--- config.mk ---
export PLATFORM = sky130hd
export DESIGN_NAME = rx_serial_param
export DESIGN_NICKNAME = d
export VERILOG_FILES = /design/src/rtl/rx_serial_param_pkg.sv /design/src/rtl/rx_bit_timer.sv /design/src/rtl/rx_serial_param.sv
export SDC_FILE = /design/constraint.sdc
export NUM_CORES = 1
export LEC_CHECK = 0
export ABC_CLOCK_PERIOD_IN_PS = 4950
export CORE_MARGIN = 1.5
export CORE_UTILIZATION = 30
export CTS_BUF_LIST = sky130_fd_sc_hd__clkbuf_8
export DETAILED_ROUTE_END_ITERATION = 8
export PLACE_DENSITY = 0.47
export SLEW_MARGIN = 30
export SYNTH_ARGS = -nofsm -noshare
export SYNTH_HDL_FRONTEND = slang
export SYNTH_SLANG_ARGS = --single-unit
export TNS_END_PERCENT = 10
--- constraint.sdc ---
create_clock -name clock -period 4.95 [get_ports clock]
set_clock_uncertainty 0.15 [all_clocks]
set_input_delay 1.485 -clock clock [delete_from_list [all_inputs] [get_ports clock]]
set_output_delay 1.485 -clock clock [all_outputs]
set_load 0.1 [all_outputs]
--- src/rtl/rx_serial_param_pkg.sv ---
// Shared definitions for the UART receiver: state encoding, parity modes and
// debug state codes, kept here so the matching TX block can reuse them.
package rx_serial_param_pkg;

  typedef enum logic [2:0] {
    ST_IDLE   = 3'd0,
    ST_START  = 3'd1,
    ST_DATA   = 3'd2,
    ST_PARITY = 3'd3,
    ST_STOP   = 3'd4,
    ST_DONE   = 3'd5
  } state_t;

  localparam logic [1:0] PAR_NONE = 2'b00;
  localparam logic [1:0] PAR_EVEN = 2'b01;
  localparam logic [1:0] PAR_ODD  = 2'b10;

  localparam logic [3:0] DB_IDLE    = 4'h0;
  localparam logic [3:0] DB_START   = 4'h1;
  localparam logic [3:0] DB_DATA    = 4'h2;
  localparam logic [3:0] DB_PARITY  = 4'h3;
  localparam logic [3:0] DB_STOP    = 4'h4;
  localparam logic [3:0] DB_DONE    = 4'h5;
  localparam logic [3:0] DB_ILLEGAL = 4'hE;

  function automatic logic [3:0] db_code(input state_t s);
    case (s)
      ST_IDLE:   db_code = DB_IDLE;
      ST_START:  db_code = DB_START;
      ST_DATA:   db_code = DB_DATA;
      ST_PARITY: db_code = DB_PARITY;
      ST_STOP:   db_code = DB_STOP;
      ST_DONE:   db_code = DB_DONE;
      default:   db_code = DB_ILLEGAL;
    endcase
  endfunction

endpackage

--- src/rtl/rx_bit_timer.sv ---
// Bit-period counter: free-running modulo CLKS_PER_BIT, cleared by zera;
// meio pulses one cycle at the middle of each bit period.
module rx_bit_timer #(
  parameter int CLKS_PER_BIT = 16
) (
  input  logic clock,
  input  logic reset,
  input  logic zera,
  output logic meio
);

  localparam int CW = $clog2(CLKS_PER_BIT);

  logic [CW-1:0] cnt_q, cnt_d;

  always_comb begin
    cnt_d = cnt_q + CW'(1);
    if (zera || cnt_q == CW'(CLKS_PER_BIT - 1)) begin
      cnt_d = '0;
    end
  end

  always_ff @(posedge clock or posedge reset) begin
    if (reset) begin
      cnt_q <= '0;
    end else begin
      cnt_q <= cnt_d;
    end
  end

  assign meio = (cnt_q == CW'(CLKS_PER_BIT / 2 - 1));

endmodule

--- src/rtl/rx_serial_param.sv ---
// UART receiver: synchronised RX, mid-bit sampling, optional parity, 1-2 stop bits,
// held output word with valid/ack handshake, pronto pulse and sticky overrun.
module rx_serial_param #(
  parameter int DATA_BITS    = 7,
  parameter int CLKS_PER_BIT = 16,
  parameter int STOP_BITS    = 1
) (
  input  logic                 clock,
  input  logic                 reset,
  input  logic                 RX,
  input  logic [1:0]           parity_mode,
  input  logic                 ack,
  output logic [DATA_BITS-1:0] dados,
  output logic                 valid,
  output logic                 pronto,
  output logic                 erro_paridade,
  output logic                 erro_frame,
  output logic                 overrun,
  output logic [3:0]           db_estado
);

  import rx_serial_param_pkg::*;

  logic                 rx_meta_q, rx_s_q;
  state_t               state_q, state_d;
  logic [1:0]           mode_q, mode_d;
  logic                 armed_q, armed_d;
  logic [DATA_BITS-1:0] shift_q, shift_d;
  logic [3:0]           bit_cnt_q, bit_cnt_d;
  logic                 par_err_q, par_err_d;
  logic                 frame_err_q, frame_err_d;
  logic [DATA_BITS-1:0] dados_q, dados_d;
  logic                 valid_q, valid_d;
  logic                 erro_paridade_q, erro_paridade_d;
  logic                 erro_frame_q, erro_frame_d;
  logic                 overrun_q, overrun_d;
  logic                 zera, meio, load, parity_on;

  // The counter is cleared only on the start edge; its wrap keeps meio on the
  // mid-bit phase for every following bit of the frame.
  rx_bit_timer #(.CLKS_PER_BIT(CLKS_PER_BIT)) u_timer (
    .clock (clock),
    .reset (reset),
    .zera  (zera),
    .meio  (meio)
  );

  assign parity_on = (mode_q == PAR_EVEN) || (mode_q == PAR_ODD);

  always_comb begin
    state_d         = state_q;
    mode_d          = mode_q;
    armed_d         = armed_q;
    shift_d         = shift_q;
    bit_cnt_d       = bit_cnt_q;
    par_err_d       = par_err_q;
    frame_err_d     = frame_err_q;
    dados_d         = dados_q;
    valid_d         = valid_q;
    erro_paridade_d = erro_paridade_q;
    erro_frame_d    = erro_frame_q;
    overrun_d       = overrun_q;
    zera            = 1'b0;
    load            = 1'b0;

    case (state_q)
      ST_IDLE: begin
        zera = 1'b1;
        if (!armed_q) begin
          armed_d = rx_s_q;
        end else if (!rx_s_q) begin
          state_d = ST_START;
          mode_d  = parity_mode;
        end
      end
      ST_START: begin
        if (meio) begin
          if (rx_s_q) begin
            state_d = ST_IDLE;
          end else begin
            state_d     = ST_DATA;
            bit_cnt_d   = '0;
            par_err_d   = 1'b0;
            frame_err_d = 1'b0;
          end
        end
      end
      ST_DATA: begin
        if (meio) begin
          shift_d   = {rx_s_q, shift_q[DATA_BITS-1:1]};
          bit_cnt_d = bit_cnt_q + 4'd1;
          if (bit_cnt_q == 4'(DATA_BITS - 1)) begin
            bit_cnt_d = '0;
            state_d   = parity_on ? ST_PARITY : ST_STOP;
          end
        end
      end
      ST_PARITY: begin
        if (meio) begin
          par_err_d = (^shift_q) ^ rx_s_q ^ (mode_q == PAR_ODD);
          state_d   = ST_STOP;
        end
      end
      ST_STOP: begin
        if (meio) begin
          frame_err_d = frame_err_q | ~rx_s_q;
          bit_cnt_d   = bit_cnt_q + 4'd1;
          if (bit_cnt_q == 4'(STOP_BITS - 1)) begin
            load    = 1'b1;
            armed_d = 1'b0;
            state_d = ST_DONE;
          end
        end
      end
      ST_DONE: begin
        state_d = ST_IDLE;
      end
      default: begin
        state_d = ST_IDLE;
      end
    endcase

    // A completing frame takes priority over a simultaneous ack.
    if (load) begin
      dados_d         = shift_q;
      erro_paridade_d = par_err_q;
      erro_frame_d    = frame_err_q | ~rx_s_q;
      valid_d         = 1'b1;
      if (valid_q && !ack) begin
        overrun_d = 1'b1;
      end else if (ack) begin
        overrun_d = 1'b0;
      end
    end else if (ack) begin
      valid_d   = 1'b0;
      overrun_d = 1'b0;
    end
  end

  always_ff @(posedge clock or posedge reset) begin
    if (reset) begin
      rx_meta_q       <= 1'b1;
      rx_s_q          <= 1'b1;
      state_q         <= ST_IDLE;
      mode_q          <= PAR_NONE;
      armed_q         <= 1'b1;
      shift_q         <= '0;
      bit_cnt_q       <= '0;
      par_err_q       <= 1'b0;
      frame_err_q     <= 1'b0;
      dados_q         <= '0;
      valid_q         <= 1'b0;
      erro_paridade_q <= 1'b0;
      erro_frame_q    <= 1'b0;
      overrun_q       <= 1'b0;
    end else begin
      rx_meta_q       <= RX;
      rx_s_q          <= rx_meta_q;
      state_q         <= state_d;
      mode_q          <= mode_d;
      armed_q         <= armed_d;
      shift_q         <= shift_d;
      bit_cnt_q       <= bit_cnt_d;
      par_err_q       <= par_err_d;
      frame_err_q     <= frame_err_d;
      dados_q         <= dados_d;
      valid_q         <= valid_d;
      erro_paridade_q <= erro_paridade_d;
      erro_frame_q    <= erro_frame_d;
      overrun_q       <= overrun_d;
    end
  end

  assign dados         = dados_q;
  assign valid         = valid_q;
  assign pronto        = (state_q == ST_DONE);
  assign erro_paridade = erro_paridade_q;
  assign erro_frame    = erro_frame_q;
  assign overrun       = overrun_q;
  assign db_estado     = db_code(state_q);

endmodule

== After elaboration in Yosys (flattened, before gate mapping) ==
Cells that the tools add are included.

* Input bits: 6
* Register bits: 36
* Output and inout port bits: 16
* Logic and storage cells: 97

* Equal/unequal tests: 19
* Bitwise logic cells: 4
* Mux-type cells: 38
* Reduce and logical (&&, ||, !) cells: 19
* $add $sub $neg: 2

{| class="wikitable"
|+ Operators with widths
! operator !! count
|-
| two-way mux 3 bit || 9
|-
| two-way mux 4 bit || 6
|-
| case mux 4 bit (6 select lines) || 1
|-
| != test 2 bit (second input constant) || 9
|-
| two-way mux 1 bit || 16
|-
| case mux 3 bit (5 select lines) || 1
|-
| case mux 4 bit (3 select lines) || 1
|-
| adder 4 x 1 -> 4 bit (second input constant) || 2
|-
| equality test 4 x 3 -> 1 bit (second input constant) || 2
|-
| AND reduction 4 bit || 2
|-
| AND reduction 8 bit || 1
|-
| nonzero test 2 bit || 4
|-
| parity 7 bit || 1
|-
| equality test 3 x 2 -> 1 bit (second input constant) || 2
|-
| equality test 3 bit (second input constant) || 2
|-
| case mux 1 bit (2 select lines) || 3
|-
| AND reduction 3 bit || 2
|-
| AND reduction 5 bit || 1
|-
| equality test 4 bit (second input constant) || 1
|-
| zero test 4 bit || 1
|-
| equality test 3 x 1 -> 1 bit (second input constant) || 1
|-
| zero test 3 bit || 1
|-
| nonzero test 3 bit || 1
|-
| equality test 2 x 1 -> 1 bit (second input constant) || 1
|-
| 9 further kinds || 11
|}

== Longest topological paths before layout ==
Gate-level depths: netlist of the first run.

* Depth in word-level cells: 6
* Depth in mapped cells: 8
* Gate-level depth less buffers: 6

== Cells and area by module ==
A second synthesis of the first run with hierarchy kept.

* Cells, all modules: 152
* Area total of the unflattened synthesis: 1791.7 um^2

{| class="wikitable"
|+ Modules (own cells, without submodules)
! module !! area each (um^2) !! sequential area each (um^2) !! cells each !! times used
|-
| rx_serial_param || 1594.0 || 804.5 || 134 || 1
|-
| rx_bit_timer || 197.7 || 100.1 || 18 || 1
|}

== Worst setup path after synthesis of the first run ==
No wires, ideal clock.

* Kind: register -> output
* Start point: register state_q[2]
* End point: output port db_estado[0]
* Stages on the path, launching flop included: 4
* Arrival time: 2.597 ns
* Required time: 3.315 ns
* Slack: 0.718 ns
* Path buffers: 1
* Cells stage by stage: dfrtp_1 clkbuf_1 and2_1 nor2b_1

* Word-level cells in the longest chain between the ends: 2
* Elaborated cells between the ends (all ways): 7
* Classes of those cells: eq/ne (5); mux (1); reduce/logical (1)

{| class="wikitable"
|+ Ends and longest elaborated chain
! item !! line !! RTL
|-
| start, declared || rx_serial_param.sv:25 || <nowiki>state_t state_q, state_d;</nowiki>
|-
| start signal, assigned || rx_serial_param.sv:159 || <nowiki>state_q <= state_d;</nowiki>
|-
| equality test 3 bit, or another cell as far along || rx_serial_param_pkg.sv:27 || <nowiki>case (s)</nowiki>
|-
| case mux 4 bit (6 select lines) (*) || rx_serial_param_pkg.sv:27 ||
|-
| end, declared || rx_serial_param.sv:19 || <nowiki>output logic [3:0] db_estado</nowiki>
|}

Every way passes the cells marked *; elsewhere a longest branch is shown, timed or not.

== Final worst setup path of the first run ==
Ends and elaborated chain as after synthesis.

==> out/results.tsv, run 1 <==
stage	metric	value	unit
route	Final ANT Viol Nets	0	
sta	Least-Margin Pin Slew	0.975	ns
setup_path	Worst EP arrival	2.30	ns
placement	placed cells	240	
layout	Layout Area Growth over Synthesis	20.0	%
layout	fillers	578	
die	I/O Pins	22	
pwr	leakage	0.944	nW
sta	Worst slew margin	34.8	%
placement	pre-CTS WS	1.32	ns
pwr	Final Power	0.996	mW
synth	Post-Syn Nets	167	
sta	max-slew violations	0	
synth	synthesis-stage register bit count	36	
die	full die area	0.00639	mm²
sta	Final period util	79.4	%
setup_path	reg2reg end	dados[0]	
clock_tree	clock latency on the worst-skew pair	0.29	ns
worst_hold_path	min-delay src	rx_meta_q	
layout	layout cells sized above 1	17.6	%
pwr	pwr dens	468	mW/mm²
grt	largest net degree at the start of global routing	20	
synth	Syn Inst Count	156	
layout	antenna cell count	0	
flow_run	maxcap violations	0	
die	chip height	79.9	µm
clock_tree	TritonCTS Sinks	36	
clock_tree	Num CTS Buffers	5	
route	via density per instance	4.90	
route	Post-Route WL	3410	µm
synth	Yosys cell types	40	
placement	routability congestion estimate	0.829	
route	DRC viols	0	
route	Vias	1216	
sta	unrepaired setup endpoints after global routing	no	
die	number of placement rows	27	
setup_path	Worst setup SP type	register	
worst_hold_path	WHS Endpoint	rx_s_q	
synth	Synth Area per Inst	11.4	µm²
grt	initial antenna violation count	0	
route	WL/cell	13.8	µm
placement	IO buf count	21	
setup_path	Reg2Reg Depth	4	
placement	HPWL after detailed placement	2390	µm
clock_tree	CTS resizes	0	
layout	Non-Filler Instances	248	
sta	Max Fclk	0.254	GHz
sta	Period minus WS final	3.93	ns
setup_path	CP endpoint kind	primary output	
grt	GR Util All Layers	12.2	%
worst_hold_path	Hold Path Depth	0	
setup_path	CP Class	register to primary output	
clock_tree	Longest Clk Path Bufs	2	
grt	first-pass GRT wire length	5800	µm
route	1st-pass router iterations	4	
clock_tree	# H-tree levels	2	
grt	overflow left after global routing	0	
route	initial detailed-routing violation count	107	
die	Initial Util	31.7	%
synth	Synth Cell Area	0.00178	mm²
clock_tree	root buffer cell	clkbuf_8	
synth	YS warnings	0	
clock_tree	Worst-path clk slew	0.07	ns
setup_path	worst-path fanout max	15	
clock_tree	CTS Hold Bufs	0	
pwr	worst vdd ir	0.000199	V
status	status	finished clean	
sta	final setup TNS	0	ns
layout	number of nets in the layout	186	
synth	post-synthesis sequential area ratio	51.0	%
sta	Final Hold Vio Count	0	
grt	vias in the first global route	1169	
sta	final worst slack	1.02	ns
setup_path	Crit Reg-Reg Startpoint	u_timer.cnt_q[0]	
clock_tree	postcts setup bufs	0	
sta	worst hold slack	0.206	ns
die	CORE AREA	0.00561	mm²
sta	Final setup viols	0	
setup_path	Worst Path Required	3.31	ns
die	DIE WIDTH	79.9	µm
worst_hold_path	worst hold path class	register to register	
setup_path	flop2flop setup slack	2.33	ns
clock_tree	CTS tree	built	
==> cell families after synthesis <==
family	synth area share [%]
and+or+nand+nor	11.9
DFF	51.0
AOI/OAI and AO/OA	11.8
buffers and inverters	4.72
muxes	11.8
xor gates and xnor gates	5.22
adders and majority gates	3.52
==> power breakdown <==
part | leakage, nW | internal, mW | total [mW] | switching, mW
logic | 0.431 | 0.162 | 0.365 | 0.203
registers | 0.464 | 0.350 | 0.417 | 0.0662
clock network | 0.0486 | 0.111 | 0.215 | 0.104
==> how the worst max path moves through the flow <==
| stage | from | end | slack, ns | depth (start not counted) |
|---|---|---|---|---|
| floorplan | state_q[2] | db_estado[0] | 0.72 | 3 |
| global placement | state_q[2] | db_estado[0] | 1.37 | 3 |
| detailed placement | state_q[2] | db_estado[0] | 1.32 | 3 |
| CTS | state_q[2] | db_estado[0] | 0.99 | 3 |
| global route | state_q[2] | db_estado[0] | 0.90 | 3 |
| finish | state_q[2] | db_estado[0] | 1.02 | 3 |
==> cells in the final DEF, fill, tap and decap left out, types with 2 or more instances in the layout <==
master           instances
a21oi_1                  4
a22o_1                   2
and3_1                   2
and3b_1                  2
clkbuf_8                 6
clkdlybuf4s50_1         21
dfrtp_1                 33
dfstp_2                  3
ha_1                     5
inv_1                   11
mux2_2                  12
mux2_4                   5
nand2_1                  7
nand3_1                  3
nor2_1                   8
nor2b_1                  4
nor3_1                   2
o21ai_0                  9
o22ai_1                  3
o32ai_1                  2
o41ai_1                  4
or3_1                    2
xnor2_1                  8
==> sequential cells by signal (all words and copies together) (netlist names) <==
register       flops
par_err_q          1
dados              7
overrun            1
erro_frame         1
valid              1
frame_err_q        1
rx_s_q             1
bit_cnt_q          4
mode_q             2
armed_q            1
state_q            3
shift_q            7
u_timer.cnt_q      4
erro_paridade      1
rx_meta_q          1
==> worst max-delay path, cell delays in order, from the launching register on <==
cell,delay [ns]
dfrtp_1,0.52
and2_1,0.24
nor2b_1,0.10
clkdlybuf4s50_1,1.14
==> metrics by stage <==
stage	cell area [µm²]	util, %
2_1_floorplan	1780	-
3_3_place_gp	2040	36.3
3_5_place_dp	2040	36.3
4_1_cts	2130	38.0
5_1_grt	2130	38.0
6_report	2130	38.0
==> synth_stat cells <==
master	count	share of area, %
nor2b_1	4	1.4
nor3_1	2	0.56
and3b_1	2	0.99
o22ai_1	3	1.1
and3_1	2	0.70
o32ai_1	2	0.99
xnor3_1	1	1.3
a21oi_1	4	1.1
or2_2	1	0.35
nand3b_1	1	0.42
or4b_1	1	0.56
ha_1	5	3.5
a22o_1	2	0.99
o21a_1	1	0.42
o21ba_2	1	0.56
xnor2_1	8	3.9
o41ai_1	4	2.0
o31ai_1	1	0.42
nor2_1	8	1.7
a31oi_1	1	0.35
o21bai_1	1	0.42
or3b_1	1	0.49
o21ai_0	9	2.5
buf_2	1	0.28
or3_1	2	0.70
mux2_2	12	7.6
dfstp_2	3	4.4
o32a_1	1	0.56
nand3_1	3	0.85
clkbuf_1	8	1.7
or3b_2	1	0.49
buf_6	1	0.63
a211oi_1	1	0.42
and2_1	1	0.35
inv_1	10	2.1
mux2_4	5	4.2
nand2_1	7	1.5
dfrtp_1	33	47
nand4b_1	1	0.49
nand2b_1	1	0.35
==> metal layers <==
layer | vias up | global-route usage (%) | part of all wire (%) | wire length [µm]
met1 | 589 | 16.5 | 49 | 1660
met4 | 0 | 7.76 | 2.5 | 86
met5 | - | 0 | 0 | 0
met3 | 5 | 2.51 | 3.7 | 125
met2 | 35 | 17.6 | 45 | 1540
li1 | 587 | - | - | -
==> layout make-up <==
class / instances / area (µm²) / area share [%]
flip-flops and latches: 36 / 905 / 42.5
clock inverters: 2 / 11.3 / 0.528
repair buffers: 22 / 218 / 10.2
well taps: 72 / 90.1 / 4.23
clock buffers: 6 / 82.6 / 3.88
inverters: 10 / 37.5 / 1.76
multi-input cells: 100 / 787 / 36.9
Note: power is estimated with default switching activity, not from simulation.
==> run 2, diff against run 1 <==
ABC_CLOCK_PERIOD_IN_PS = 3300   (was 4950)
PLACE_DENSITY = 0.49   (was 0.47)
clock period = 3.3 ns   (was 4.95 ns; I/O delays follow)
==> run 2 against run 1 <==
Effect of this change:
- core utilization down 0.67 points
- final area down 1.8%
- global-route usage up 0.084 points
- hold slack better by 0.00063 ns
- critical path depth unchanged
- power up 49%
- critical path type unchanged
- largest power group unchanged
==> out/results.tsv, run 2 (synthesis gave the netlist of run 1 again) <==
stage	metric	value	unit
layout	Layout Area Growth over Synthesis	17.9	%
sta	final worst slack	0.645	ns
placement	pre-CTS WS	0.726	ns
clock_tree	Worst-path clk slew	0.07	ns
die	Initial Util	31.7	%
clock_tree	postcts setup bufs	0	
route	DRC viols	0	
layout	Layout Cell Area excl Fill	0.00209	mm²
die	I/O Pins	22	
grt	largest net degree at the start of global routing	37	
pwr	pwr dens	710	mW/mm²
grt	initial antenna violation count	0	
flow_run	maxcap violations	0	
worst_hold_path	min-delay src	rx_meta_q	
sta	unrepaired setup endpoints after global routing	no	
setup_path	CP Class	register to primary output	
layout	most common cell after layout, fill and taps aside	dfrtp_1	
die	chip height	79.9	µm
sta	Final period util	80.5	%
clock_tree	TritonCTS Sinks	36	
sta	Worst slew margin	58.7	%
clock_tree	root buffer cell	clkbuf_8	
status	status	finished clean	
clock_tree	CTS tree	built	
setup_path	flop2flop setup slack	0.73	ns
placement	HPWL after detailed placement	2480	µm
placement	routability congestion estimate	0.763	
layout	fillers	581	
route	initial detailed-routing violation count	88	
clock_tree	CTS Hold Bufs	0	
clock_tree	Longest Clk Path Bufs	2	
route	WL/cell	14.1	µm
worst_hold_path	WHS Endpoint	rx_s_q	
sta	final setup TNS	0	ns
grt	first-pass GRT wire length	5970	µm
setup_path	reg2reg end	dados[2]	
die	full die area	0.00639	mm²
sta	Final setup viols	0	
clock_tree	CTS resizes	0	
grt	vias in the first global route	1247	
layout	post-layout util	37.3	%
layout	number of nets in the layout	186	
grt	overflow left after global routing	0	
sta	Least-Margin Pin Slew	0.620	ns
sta	Final Hold Vio Count	0	
setup_path	Worst setup SP type	register	
die	number of placement rows	27	
layout	Non-Filler Instances	248	
setup_path	Worst EP arrival	1.52	ns
pwr	leakage	0.975	nW
layout	antenna cell count	0	
route	Final ANT Viol Nets	0	
setup_path	Reg2Reg Depth	3	
sta	worst hold slack	0.207	ns
placement	Cell Area, Placed	0.00200	mm²
placement	placed cells	240	
pwr	Final Power	1.49	mW
layout	commonest cells after routing, fill and taps aside	33 x dfrtp_1, 17 x buf_4, 12 x mux2_2	
route	via density per instance	4.91	
clock_tree	# H-tree levels	2	
die	DIE WIDTH	79.9	µm
setup_path	CP endpoint kind	primary output	
route	1st-pass router iterations	4	
sta	max-slew violations	0	
layout	layout cells sized above 1	27.3	%
route	Post-Route WL	3490	µm
route	Vias	1218	
clock_tree	Num CTS Buffers	5	
sta	Max Fclk	0.377	GHz
setup_path	Crit Reg-Reg Startpoint	state_q[2]	
pwr	worst vdd ir	0.000285	V
setup_path	worst-path fanout max	15	
clock_tree	clock latency on the worst-skew pair	0.29	ns
sta	Period minus WS final	2.66	ns
worst_hold_path	Hold Path Depth	0	
worst_hold_path	worst hold path class	register to register	
grt	GR Util All Layers	12.3	%
setup_path	Worst Path Required	2.16	ns
placement	IO buf count	21	
die	CORE AREA	0.00561	mm²
==> run 2: cell count changes in the layout (fill, tap and decap cells not counted) <==
cell / previous run / this run
nor2b_2: 0 / 1
nor2b_1: 4 / 3
buf_4: 1 / 17
clkdlybuf4s50_1: 21 / 5
==> run 2: how the worst max path moves through the flow <==
stage / startpoint / cells after the start / endpoint / slack, ns
5_1_grt: state_q[1] / 3 / pronto / 0.54
2_1_floorplan: state_q[2] / 3 / db_estado[0] / 0.09
3_3_place_gp: state_q[2] / 3 / dados[2] / 0.83
3_5_place_dp: state_q[2] / 3 / dados[2] / 0.73
4_1_cts: state_q[1] / 3 / pronto / 0.64
6_report: state_q[1] / 3 / pronto / 0.64
==> run 2: cell type report <==
| class | instances | area [µm²] | area share (%) |
|---|---|---|---|
| clock inverters | 2 | 11.3 | 0.538 |
| flip-flops and latches | 36 | 905 | 43.2 |
| clock buffers | 6 | 82.6 | 3.95 |
| inverters | 10 | 37.5 | 1.79 |
| repair buffers | 22 | 178 | 8.49 |
| multi-input cells | 100 | 790 | 37.7 |
| well taps | 72 | 90.1 | 4.30 |
==> run 2: report_power, final <==
group / switching, mW / internal (mW) / total, mW
combinational: 0.296 / 0.241 / 0.537
sequential: 0.102 / 0.526 / 0.628
clock: 0.155 / 0.167 / 0.322
==> run 2: layer usage <==
layer  vias up  track usage [%]  share of wire, %
met2        32             19.6                47
met4         0             6.90               2.9
met5         -                0                 0
met3         7             2.63               4.4
met1       596             15.3                46
li1        583                -                 -
==> run 2: worst max-delay path, stage by stage, from the launching register on <==
cell     delay, ns
dfrtp_1       0.61
inv_1         0.18
and3_1        0.20
buf_4         0.23
